--- src/rtl/bin_to_bcd_seq_if.sv ---
// Start/valid handshake bundle between the DIP-word slicer and the
// binary-to-BCD converter.
interface bin_to_bcd_seq_if #(
  parameter int BIN_W  = 13,
  parameter int DIGITS = 4
);
  logic                  i_Start;
  logic [BIN_W-1:0]      i_Bin;
  logic                  o_Busy;
  logic                  o_Valid;
  logic [4*DIGITS-1:0]   o_BCD;
  logic [DIGITS-1:0]     o_Blank;
  logic                  o_Ovf;

  // Requester side: issues start and operand, observes the result.
  modport master (
    output i_Start, i_Bin,
    input  o_Busy, o_Valid, o_BCD, o_Blank, o_Ovf
  );

  // Converter side.
  modport slave (
    input  i_Start, i_Bin,
    output o_Busy, o_Valid, o_BCD, o_Blank, o_Ovf
  );
endinterface

--- src/rtl/bin_to_bcd_seq.sv ---
// Sequential double-dabble (shift-add-3) converter: unsigned binary in,
// packed BCD digits plus a leading-zero blank mask out. One bit is
// consumed per clock, so a conversion takes BIN_W cycles after the start
// edge. Values that do not fit in DIGITS digits saturate to all nines.
module bin_to_bcd_seq #(
  parameter int BIN_W  = 13,
  parameter int DIGITS = 4
) (
  input  logic            i_CLK,
  input  logic            i_RESET,
  bin_to_bcd_seq_if.slave conv
);

  localparam int BCD_W = 4 * DIGITS;
  localparam int CNT_W = $clog2(BIN_W + 1);

  // 10^n evaluated at elaboration time.
  function automatic longint unsigned pow10(input int n);
    longint unsigned r;
    r = 1;
    for (int i = 0; i < n; i++) r = r * 10;
    return r;
  endfunction

  localparam longint unsigned LIMIT     = pow10(DIGITS);
  localparam logic [CNT_W-1:0] LAST_CNT = CNT_W'(BIN_W - 1);
  localparam logic [BCD_W-1:0] ALL_NINES = {DIGITS{4'h9}};
  localparam logic [DIGITS-1:0] BLANK_RST = {{(DIGITS-1){1'b1}}, 1'b0};

  typedef enum logic [0:0] {
    S_IDLE  = 1'b0,
    S_SHIFT = 1'b1
  } state_t;

  // Add-3 correction: any digit >= 5 would exceed 9 after doubling.
  function automatic logic [BCD_W-1:0] add3(input logic [BCD_W-1:0] s);
    logic [BCD_W-1:0] r;
    r = s;
    for (int k = 0; k < DIGITS; k++) begin
      if (r[4*k +: 4] >= 4'd5) r[4*k +: 4] = r[4*k +: 4] + 4'd3;
    end
    return r;
  endfunction

  // Leading-zero mask: digit k (k >= 1) blanks when it and every digit
  // above it are zero; the units digit always shows.
  function automatic logic [DIGITS-1:0] blank_of(input logic [BCD_W-1:0] b);
    logic [DIGITS-1:0] m;
    logic              zero_above;
    m          = '0;
    zero_above = 1'b1;
    for (int k = DIGITS - 1; k >= 1; k--) begin
      zero_above = zero_above & (b[4*k +: 4] == 4'd0);
      m[k]       = zero_above;
    end
    return m;
  endfunction

  state_t             state_q,   state_d;
  logic [BIN_W-1:0]   shift_q,   shift_d;
  logic [BCD_W-1:0]   scratch_q, scratch_d;
  logic [CNT_W-1:0]   cnt_q,     cnt_d;
  logic               ovf_cap_q, ovf_cap_d;
  logic [BCD_W-1:0]   bcd_q,     bcd_d;
  logic [DIGITS-1:0]  blank_q,   blank_d;
  logic               ovf_q,     ovf_d;
  logic               valid_q,   valid_d;

  // Next-state and datapath: capture on start, shift-add-3 while busy,
  // commit results on the edge that completes the last shift.
  always_comb begin
    // NOTE: every _d signal gets its hold value first so no branch can leave one unassigned and infer a latch.
    state_d   = state_q;
    shift_d   = shift_q;
    scratch_d = scratch_q;
    cnt_d     = cnt_q;
    ovf_cap_d = ovf_cap_q;
    bcd_d     = bcd_q;
    blank_d   = blank_q;
    ovf_d     = ovf_q;
    valid_d   = 1'b0;

    case (state_q)
      S_IDLE: begin
        if (conv.i_Start) begin
          state_d   = S_SHIFT;
          shift_d   = conv.i_Bin;
          scratch_d = '0;
          cnt_d     = '0;
          // Range check happens on the operand as captured, not at commit.
          ovf_cap_d = (64'(conv.i_Bin) >= LIMIT);
        end
      end

      S_SHIFT: begin
        // Correct the digits, then move the next binary bit into digit 0.
        {scratch_d, shift_d} = {add3(scratch_q), shift_q} << 1;
        cnt_d = cnt_q + CNT_W'(1);
        if (cnt_q == LAST_CNT) begin
          state_d = S_IDLE;
          valid_d = 1'b1;
          ovf_d   = ovf_cap_q;
          bcd_d   = ovf_cap_q ? ALL_NINES : scratch_d;
          blank_d = blank_of(bcd_d);
        end
      end

      default: state_d = S_IDLE;
    endcase
  end

  // State and result registers; reset aborts any conversion in flight.
  always_ff @(posedge i_CLK or posedge i_RESET) begin
    if (i_RESET) begin
      // NOTE: the shift datapath is reset too, so a stale operand can never leak into a later result.
      state_q   <= S_IDLE;
      shift_q   <= '0;
      scratch_q <= '0;
      cnt_q     <= '0;
      ovf_cap_q <= 1'b0;
      bcd_q     <= '0;
      blank_q   <= BLANK_RST;
      ovf_q     <= 1'b0;
      valid_q   <= 1'b0;
    end else begin
      // NOTE: non-blocking assignments so every register samples values from before the edge.
      state_q   <= state_d;
      shift_q   <= shift_d;
      scratch_q <= scratch_d;
      cnt_q     <= cnt_d;
      ovf_cap_q <= ovf_cap_d;
      bcd_q     <= bcd_d;
      blank_q   <= blank_d;
      ovf_q     <= ovf_d;
      valid_q   <= valid_d;
    end
  end

  assign conv.o_Busy  = (state_q == S_SHIFT);
  assign conv.o_Valid = valid_q;
  assign conv.o_BCD   = bcd_q;
  assign conv.o_Blank = blank_q;
  assign conv.o_Ovf   = ovf_q;

endmodule

--- src/flat_wrapper.sv ---
// flat-port wrapper written by rule: the top's interface ports become plain ports
module bin_to_bcd_seq_flat 
#(
  parameter int BIN_W  = 13,
  parameter int DIGITS = 4
)
  (i_CLK, i_RESET, conv_i_Start, conv_i_Bin, conv_o_Busy, conv_o_Valid, conv_o_BCD, conv_o_Blank, conv_o_Ovf);
  bin_to_bcd_seq_if #(.BIN_W(BIN_W), .DIGITS(DIGITS)) conv_i ();
  input  logic i_CLK;
  input  logic i_RESET;
  input wire logic [$bits(conv_i.i_Start)-1:0] conv_i_Start;
  input wire logic [$bits(conv_i.i_Bin)-1:0] conv_i_Bin;
  output wire logic [$bits(conv_i.o_Busy)-1:0] conv_o_Busy;
  output wire logic [$bits(conv_i.o_Valid)-1:0] conv_o_Valid;
  output wire logic [$bits(conv_i.o_BCD)-1:0] conv_o_BCD;
  output wire logic [$bits(conv_i.o_Blank)-1:0] conv_o_Blank;
  output wire logic [$bits(conv_i.o_Ovf)-1:0] conv_o_Ovf;
  assign conv_i.i_Start = conv_i_Start;
  assign conv_i.i_Bin = conv_i_Bin;
  assign conv_o_Busy = conv_i.o_Busy;
  assign conv_o_Valid = conv_i.o_Valid;
  assign conv_o_BCD = conv_i.o_BCD;
  assign conv_o_Blank = conv_i.o_Blank;
  assign conv_o_Ovf = conv_i.o_Ovf;
  bin_to_bcd_seq #(.BIN_W(BIN_W), .DIGITS(DIGITS)) u_core (.i_CLK(i_CLK), .i_RESET(i_RESET), .conv(conv_i));
endmodule
--- config.mk ---
export PLATFORM = sky130hd
export DESIGN_NAME = bin_to_bcd_seq_flat
export DESIGN_NICKNAME = d
export VERILOG_FILES = /design/src/rtl/bin_to_bcd_seq_if.sv /design/src/rtl/bin_to_bcd_seq.sv /design/src/flat_wrapper.sv
export SDC_FILE = /design/constraint.sdc
export NUM_CORES = 1
export LEC_CHECK = 0
export BUFFER_PORTS_ARGS = -buffer_cell sky130_fd_sc_hd__clkbuf_2
export CAP_MARGIN = 20
export CORE_ASPECT_RATIO = 0.5
export CORE_UTILIZATION = 55
export DETAILED_ROUTE_END_ITERATION = 12
export PLACE_DENSITY = 0.76
export REMOVE_ABC_BUFFERS = 1
export SLEW_MARGIN = 20
export SYNTH_ARGS = -nofsm -noshare
export SYNTH_HDL_FRONTEND = slang
export SYNTH_SLANG_ARGS = --single-unit
--- constraint.sdc ---
create_clock -name i_CLK -period 2.22 [get_ports i_CLK]
set_input_delay 0.333 -clock i_CLK [delete_from_list [all_inputs] [get_ports i_CLK]]
set_output_delay 0.333 -clock i_CLK [all_outputs]
set_load 0.005 [all_outputs]
==> qor.txt, run 1 <==
PwrDens = 1370 mW/mm^2
WL per Instance = 14.0 um
DRT Wirelength = 5210 um
total CTS buffers = 5
Core ar. = 0.00453 mm^2
leak pwr = 1.53 nW
Worst Max-Slew Pin Slew = 0.531 ns
Post-Route Skew = 0.00952 ns
Root Buffer Master = clkbuf_8
commonest non-fill, non-tap cell in the layout = nand2_1
Initial DRC Count = 64
final-report max-slew violation count = 0
antenna cell count = 0
highest clock rate = 499 MHz
status = finished clean
cell area after synthesis = 0.00266 mm^2
drt pass-1 iters = 4
commonest non-fill, non-tap cells in the layout = 56 x nand2_1, 50 x dfrtp_1, 36 x clkbuf_2
Startpoint Class = flip-flop
fin util = 66.6%
synth warn = 0
met3 Use GR = 5.47%
Hold Path Class = in -> reg
Synth area leaders = dfrtp_1 48%, mux2i_1 7.9%, nand2_1 7.9%
compound-gate portion of the synthesized area = 14.3%
Yosys top cell by area = dfrtp_1
setup slack at placement = 0.233 ns
Die X = 100 um
Final GP Congestion = 0.849
final hold violations = 0
Worst Path Max Fanout = 5
Slew headroom = 64.5%
Max-cap violations = 0
Final Critical Period = 2.00 ns
total power draw = 4.14 mW
I/O Buffers = 36
vias per cell = 5.37
largest net degree at the start of global routing = 52
Seq cells post-synth = 54
Placed Instance Area = 0.00291 mm^2
post-synthesis adder-cell area fraction = 4.70%
CTS tree = done
post-synth cell types = 32
GRT busiest layer = met2
met2 usage = 36.9%
vias in the first global route = 1932
CP Capture Type = flip-flop
initial core utilization = 58.8%
average size of a mapped cell = 9.82 um^2
global-route usage over all layers = 23.0%
# rows = 17
Detail Route Antenna Nets = 0
H-tree levels = 2
kind of critical path = reg -> reg
setup ws final = 0.216 ns
unrepaired setup endpoints after global routing = false
vias = 2002
mux share of post-synthesis cell area = 7.89%
layout cells sized above 1 = 18.2%
Reg clk slew, reported paths = 0.10 ns
dpl hpwl = 3650 um
Hold Slack = 0.259 ns
worst path required time = 2.48 ns
Final Setup Violations = 0
Post-Synth Simple-Gate Area = 16.4%
M1 GR Usage = 30.4%
Ports = 39
Clock Sinks = 54
Worst-Skew Late Latency = 0.31 ns
peak supply drop = 0.000471 V
post-synth top area share = 47.9%
clock buffer depth = 2
post-synthesis sequential area ratio = 50.9%
Syn Inst Count = 271
initial antenna violation count = 0
Die ar. = 0.00514 mm^2
period utilisation layout = 90.3%
residual DRC count = 0
first-pass GRT wire length = 8940 um
Total Nets Final = 332
DIE HEIGHT = 51.2 um
main combinational cell family by area after synthesis = simple AND/OR/NAND/NOR gates
buffer count from post-CTS setup fixing = 0
finished layout cell area = 0.00302 mm^2
post-synthesis xor/xnor area fraction = 1.32%
Area growth syn-to-layout = 13.3%
Arrival @ worst endpoint = 2.26 ns
gr ovfl total = 0
==> metal layers <==
layer  share of wire, %  up-vias
met5                  0        -
met4                1.2        0
met3                3.2        8
met2                 47       42
met1                 48      965
li1                   -      987
==> synth_stat cells (all sizes together) <==
cell type and instances:
clkbuf 11, ha 10, a2111oi 1, dfrtp 51, a21o 6, nand3 1
dfstp 3, a32o 1, inv 12, nand2b 12, and2 4, nand2 56
conb 1, xnor2 4, nand3b 1, nor3b 5, a22o 3, buf 4
o21a 1, nor2b 1, nor3 1, mux2i 21, a31oi 1, nor2 7
nor4 1, a21oi 11, nand4 2, o21ai 29, o31ai 8, a211o 2
==> stage by stage <==
stage / std cells / TNS (ns)
4_1_cts: 373 / 0
3_3_place_gp: 364 / 0
2_1_floorplan: 257 / -1.40
5_1_grt: 373 / 0
6_report: 373 / 0
3_5_place_dp: 364 / 0
==> state kept, by name, indices dropped and copies added, names as in the netlist <==
register and flops:
u_core.cnt_q 4, u_core.conv.o_BCD 16, u_core.conv.o_Blank 3, u_core.conv.o_Busy 1
u_core.conv.o_Valid 1, u_core.scratch_q 16, u_core.shift_q 13
==> critical path, stage by stage (launching register included) <==
cell	delay, ns
dfrtp_1	0.43
inv_1	0.14
ha_1	0.21
nand2b_1	0.10
a2111oi_0	0.46
a31oi_1	0.10
nor4_2	0.30
a32o_1	0.23
==> power breakdown <==
group / internal, mW / switching [mW] / total, mW / leakage [nW]
clock network: 0.251 / 0.326 / 0.577 / 0.0472
registers: 1.40 / 0.320 / 1.72 / 0.682
logic: 0.809 / 1.03 / 1.84 / 0.804
total: 2.46 / 1.68 / 4.14 / 1.53
==> logic make-up (layout without fill, tap and decap cells) <==
family                     count (synthesis)  count (layout)
and+or+nand+nor                           91              91
AOI/OAI and AO/OA                         63              63
DFF                                       54              54
buffers and inverters                     27              62
muxes                                     21              21
adders and majority gates                 10              10
xor gates and xnor gates                   4               4
other                                      1               2
==> path summary, 6_finish.rpt <==
kind / start / to / slack [ns] / depth (start not counted)
setup / recovery: u_core.scratch_q[8]$_DFFE_PP0P_ / u_core.conv.o_Blank[1]$_DFFE_PP1P_ / 0.22 / 7
hold / removal: conv_i_Bin[0] / u_core.shift_q[0]$_DFFE_PP0P_ / 0.26 / 3
setup reg to reg: u_core.scratch_q[8]$_DFFE_PP0P_ / u_core.conv.o_Blank[1]$_DFFE_PP1P_ / 0.22 / 7
hold reg to reg: u_core.conv.o_BCD[8]$_DFFE_PP0P_ / u_core.conv.o_BCD[8]$_DFFE_PP0P_ / 0.48 / 2
max in group asynchronous: i_RESET / u_core.conv.o_Blank[3]$_DFFE_PP1P_ / 1.27 / 4
min in group asynchronous: i_RESET / u_core.shift_q[2]$_DFFE_PP0P_ / 0.41 / 3
==> repair_timing <==
item                      4_1_cts  5_1_grt
hold endpoints to repair        3        0
hold buffers                    1        0
resized for setup               0        0
==> final cells by class <==
type | count | area (um^2)
Fill cell | 385 | 1510
Inverter | 12 | 45.0
Tap cell | 66 | 82.6
Sequential cell | 54 | 1360
Timing Repair Buffer | 42 | 240
Clock buffer | 6 | 82.6
Multi-Input combinational cell | 191 | 1200
Clock inverter | 2 | 12.5
No activity file was read; power rests on OpenSTA's default activity.
==> inputs of run 2 (changes only) <==
- CORE_UTILIZATION: 55 -> 56
- PLACE_DENSITY: 0.76 -> 0.77
- RECOVER_POWER: unset -> 100
- SLEW_MARGIN: 20 -> unset
==> run 2 against run 1 <==
  * Utilization decreased by 0.40 points
  * Wire length increased by 2.7%
  * Clock skew decreased by 0.0041 ns
  * Via count decreased by 0.40%
  * First-iteration DRC count increased by 4.7%
  * Final cell count decreased by 0.54%
  * Hold slack got worse by 0.050 ns
  * Global-route usage increased by 1.1 points
  * Clock power decreased by 2%
  * Maximum frequency decreased by 1.1%
==> qor.txt, run 2 (synthesis gave the netlist of run 1 again) <==
status = finished clean
unrepaired setup endpoints after global routing = false
Total Nets Final = 330
total CTS buffers = 5
period utilisation layout = 91.2%
met2 usage = 39.0%
Slew headroom = 35.6%
buffer count from post-CTS setup fixing = 0
Hold Path Class = in -> async
Clock Sinks = 54
Final Setup Violations = 0
global-route usage over all layers = 24.1%
met3 Use GR = 5.43%
GRT busiest layer = met2
Initial DRC Count = 67
CTS tree = done
final-report max-slew violation count = 0
Post-Route Skew = 0.00538 ns
cts-stage hold buffer count = 0
commonest non-fill, non-tap cells in the layout = 56 x nand2_1, 50 x dfrtp_1, 32 x clkbuf_2
largest net degree at the start of global routing = 64
Arrival @ worst endpoint = 2.28 ns
Worst Path Max Fanout = 4
R2R setup slack = 0.19 ns
first-pass GRT wire length = 9200 um
DRT Wirelength = 5360 um
WL per Instance = 14.4 um
worst path required time = 2.48 ns
peak supply drop = 0.000577 V
TNS Setup = 0 ns
initial antenna violation count = 0
setup ws final = 0.195 ns
drt pass-1 iters = 4
Area growth syn-to-layout = 11.6%
vias per cell = 5.37
vias = 1994
R2R depth = 7
Critical Path Start = u_core.cnt_q[0]$_DFFE_PP0P_
filler cell count = 365
kind of critical path = reg -> reg
Ports = 39
leak pwr = 1.50 nW
Max-cap violations = 0
final hold violations = 0
Worst-Skew Late Latency = 0.31 ns
Root Buffer Master = clkbuf_8
DIE HEIGHT = 50.8 um
Final GP Congestion = 0.751
Core ar. = 0.00449 mm^2
Startpoint Class = flip-flop
PwrDens = 1380 mW/mm^2
CP Capture Type = flip-flop
layout cells sized above 1 = 14.8%
# resized after CTS = 0
H-tree levels = 2
Final Critical Period = 2.03 ns
setup slack at placement = 0.208 ns
Worst Max-Slew Pin Slew = 0.964 ns
antenna cell count = 0
Reg clk slew, reported paths = 0.09 ns
dpl hpwl = 3750 um
total power draw = 4.11 mW
fin cells = 371
I/O Buffers = 36
Die ar. = 0.00505 mm^2
residual DRC count = 0
gr ovfl total = 0
# rows = 17
Cells after DPL = 363
initial core utilization = 59.3%
Die X = 99.5 um
Detail Route Antenna Nets = 0
R2R Path Start = u_core.cnt_q[0]$_DFFE_PP0P_
vias in the first global route = 1960
M1 GR Usage = 31.9%
highest clock rate = 494 MHz
commonest non-fill, non-tap cell in the layout = nand2_1
clock buffer depth = 2
R2R Path End = u_core.conv.o_Blank[1]$_DFFE_PP1P_
## run 2: final cells by class
type | instances | area (um^2) | area share [%]
tap | 66 | 82.6 | 2.78
timing repair buffer | 40 | 198 | 6.66
sequential | 54 | 1360 | 45.7
clock inverter | 1 | 5.00 | 0.168
inverter | 12 | 45.0 | 1.52
clock buffer | 7 | 86.3 | 2.91
multi-input combinational | 191 | 1200 | 40.3
## run 2: layer usage
| metal | vias up | wire (um) |
|---|---|---|
| met4 | 0 | 62 |
| met3 | 8 | 265 |
| met2 | 52 | 2580 |
| met5 | - | 0 |
| li1 | 979 | - |
| met1 | 955 | 2450 |
## run 2: power breakdown
group | total [mW] | internal (mW) | switching [mW]
registers | 1.72 | 1.40 | 0.325
logic | 1.82 | 0.784 | 1.04
clock network | 0.566 | 0.252 | 0.314
## run 2: worst max-delay path: stages (launching register included)
cell	delay [ns]
dfrtp_1	0.42
inv_1	0.12
ha_1	0.20
nand4_4	0.10
a211o_1	0.30
a211o_1	0.26
nor4_2	0.33
a32o_1	0.23
## run 2: metrics by stage
step	instance area [um^2]	utilization, %	hold WS [ns]
after floorplan	2600	-	0.419
after global placement	2900	64.7	0.402
after detailed placement	2900	64.7	0.406
after CTS	3000	66.7	0.0640
after global routing	2970	66.2	0.291
final	2970	66.2	0.209
## run 2: worst max path at each step
| stage | endpoint | depth (start not counted) |
|---|---|---|
| after floorplan | u_core.conv.o_Blank[1]$_DFFE_PP1P_ | 5 |
| after global placement | u_core.conv.o_Blank[1]$_DFFE_PP1P_ | 7 |
| after detailed placement | u_core.conv.o_Blank[1]$_DFFE_PP1P_ | 6 |
| after CTS | u_core.conv.o_Blank[1]$_DFFE_PP1P_ | 6 |
| after global routing | u_core.conv.o_Blank[1]$_DFFE_PP1P_ | 7 |
| final | u_core.conv.o_Blank[1]$_DFFE_PP1P_ | 7 |
==> inputs of run 3 (changes only) <==
- RECOVER_POWER: 100 -> unset
==> run 3 against run 2 <==
  * Utilization rose by 0.56 points
  * Sequential cell count is the same
  * Sequential share of layout area decreased by 0.38 points
  * Die area did not move
  * Largest cell class unchanged
  * Maximum frequency about the same
  * Clock skew down 0.0010 ns
  * Highest routed layer unchanged
  * Non-clock buffer count is the same
  * First-iteration DRC count grew 4.5%
  * Combinational power is essentially flat
  * Critical path type unchanged
  * Largest power group unchanged
  * Critical path depth unchanged
  * Clock power is essentially flat
  * Total power rose by 0.48%
==> qor.txt, run 3 (synthesis gave the netlist of run 1 again) <==
Reg clk slew, reported paths = 0.09 ns
Core ar. = 0.00449 mm^2
CP max stage cell = dfrtp_1
Initial DRC Count = 70
Worst Max-Slew Pin Slew = 0.590 ns
worst path bufs/invs = 1
Hold Path Class = in -> async
initial core utilization = 59.3%
Worst Path Max Fanout = 4
period utilisation layout = 91.3%
filler cell count = 362
Hold Slack = 0.0498 ns
# resized after CTS = 0
H-tree levels = 2
total CTS buffers = 5
Area growth syn-to-layout = 12.5%
Final GP Congestion = 0.751
Post-Route Skew = 0.00436 ns
global-route usage over all layers = 24.1%
Slew headroom = 60.7%
initial antenna violation count = 0
# rows = 17
Total Nets Final = 330
buffer count from post-CTS setup fixing = 0
WL per Instance = 14.5 um
Die X = 99.5 um
final hold violations = 0
highest clock rate = 494 MHz
Final Setup Violations = 0
worst-path cell chain = inv_1 > ha_1 > nand4_4 > a211o_1 > a211o_1 > nor4_2 > a32o_1
dpl hpwl = 3750 um
most frequent CP cell = a211o_1
vias in the first global route = 1960
first-pass GRT wire length = 9200 um
Worst-Skew Late Latency = 0.31 ns
cts-stage hold buffer count = 0
clock buffer depth = 2
setup ws final = 0.194 ns
Clock Sinks = 54
final-report max-slew violation count = 0
Arrival @ worst endpoint = 2.28 ns
worst path required time = 2.48 ns
unrepaired setup endpoints after global routing = false
antenna cell count = 0
Root Buffer Master = clkbuf_8
drt pass-1 iters = 4
Seq. cell area = 0.00136 mm^2
Startpoint Class = flip-flop
area of the multi-input gates = 0.00120 mm^2
residual DRC count = 0
finished layout cell area = 0.00300 mm^2
Die ar. = 0.00505 mm^2
Placed Instance Area = 0.00290 mm^2
gr ovfl total = 0
layout cells sized above 1 = 17.7%
I/O Buffers = 36
slowest stage delay, CP = 0.43 ns
commonest non-fill, non-tap cells in the layout = 56 x nand2_1, 50 x dfrtp_1, 36 x clkbuf_2
peak supply drop = 0.000578 V
vias per cell = 5.40
DIE HEIGHT = 50.8 um
vias = 2002
largest net degree at the start of global routing = 64
leak pwr = 1.53 nW
CP delay by family, top = compound AO/OA/AOI/OAI gates
Ports = 39
commonest non-fill, non-tap cell in the layout = nand2_1
kind of critical path = reg -> reg
Max-cap violations = 0
CP Capture Type = flip-flop
Detail Route Antenna Nets = 0
status = finished clean
DRT Wirelength = 5370 um
CTS tree = done
setup slack at placement = 0.208 ns
TNS Setup = 0 ns
PwrDens = 1380 mW/mm^2
Final Critical Period = 2.03 ns
==> run 3: final timing paths <==
check	end	cells after the start	startpoint	slack (ns)
max	u_core.conv.o_Blank[1]$_DFFE_PP1P_	7	u_core.cnt_q[0]$_DFFE_PP0P_	0.19
min	u_core.shift_q[5]$_DFFE_PP0P_	2	i_RESET	0.05
max reg2reg	u_core.conv.o_Blank[1]$_DFFE_PP1P_	7	u_core.cnt_q[0]$_DFFE_PP0P_	0.19
min reg2reg	u_core.conv.o_BCD[9]$_DFFE_PP0P_	2	u_core.conv.o_BCD[9]$_DFFE_PP0P_	0.48
max in group asynchronous	u_core.conv.o_Blank[3]$_DFFE_PP1P_	3	i_RESET	1.55
min in group i_CLK	u_core.shift_q[0]$_DFFE_PP0P_	3	conv_i_Bin[0]	0.26
==> run 3: stage by stage <==
step	util, %	instances	power, mW
after detailed placement	64.7	363	3.58
after floorplan	-	257	2.99
after global routing	66.7	371	4.50
after CTS	66.7	371	4.16
final	66.7	371	4.13
after global placement	64.7	363	3.44
==> run 3: per-layer routing <==
layer  share of wire, %  up-vias  wire length, um  track usage [%]
li1                   -      975                -                -
met5                  0        -                0                0
met2                 48       40             2580             39.0
met1                 47      979             2540             31.9
met4                1.2        0               62             9.80
met3                3.4        8              185             5.43
==> run 3: power breakdown <==
group | internal (mW) | switching, mW | total (mW) | leakage, nW
Combinational | 0.800 | 1.04 | 1.84 | 0.796
Sequential | 1.40 | 0.328 | 1.73 | 0.682
Clock | 0.252 | 0.314 | 0.567 | 0.0482
==> run 3: cell type report <==
type	count	area share (%)
sequential	54	45.3
multi-input combinational	191	40.0
timing repair buffer	40	7.44
clock buffer	7	2.88
tap	66	2.76
inverter	12	1.50
clock inverter	1	0.167
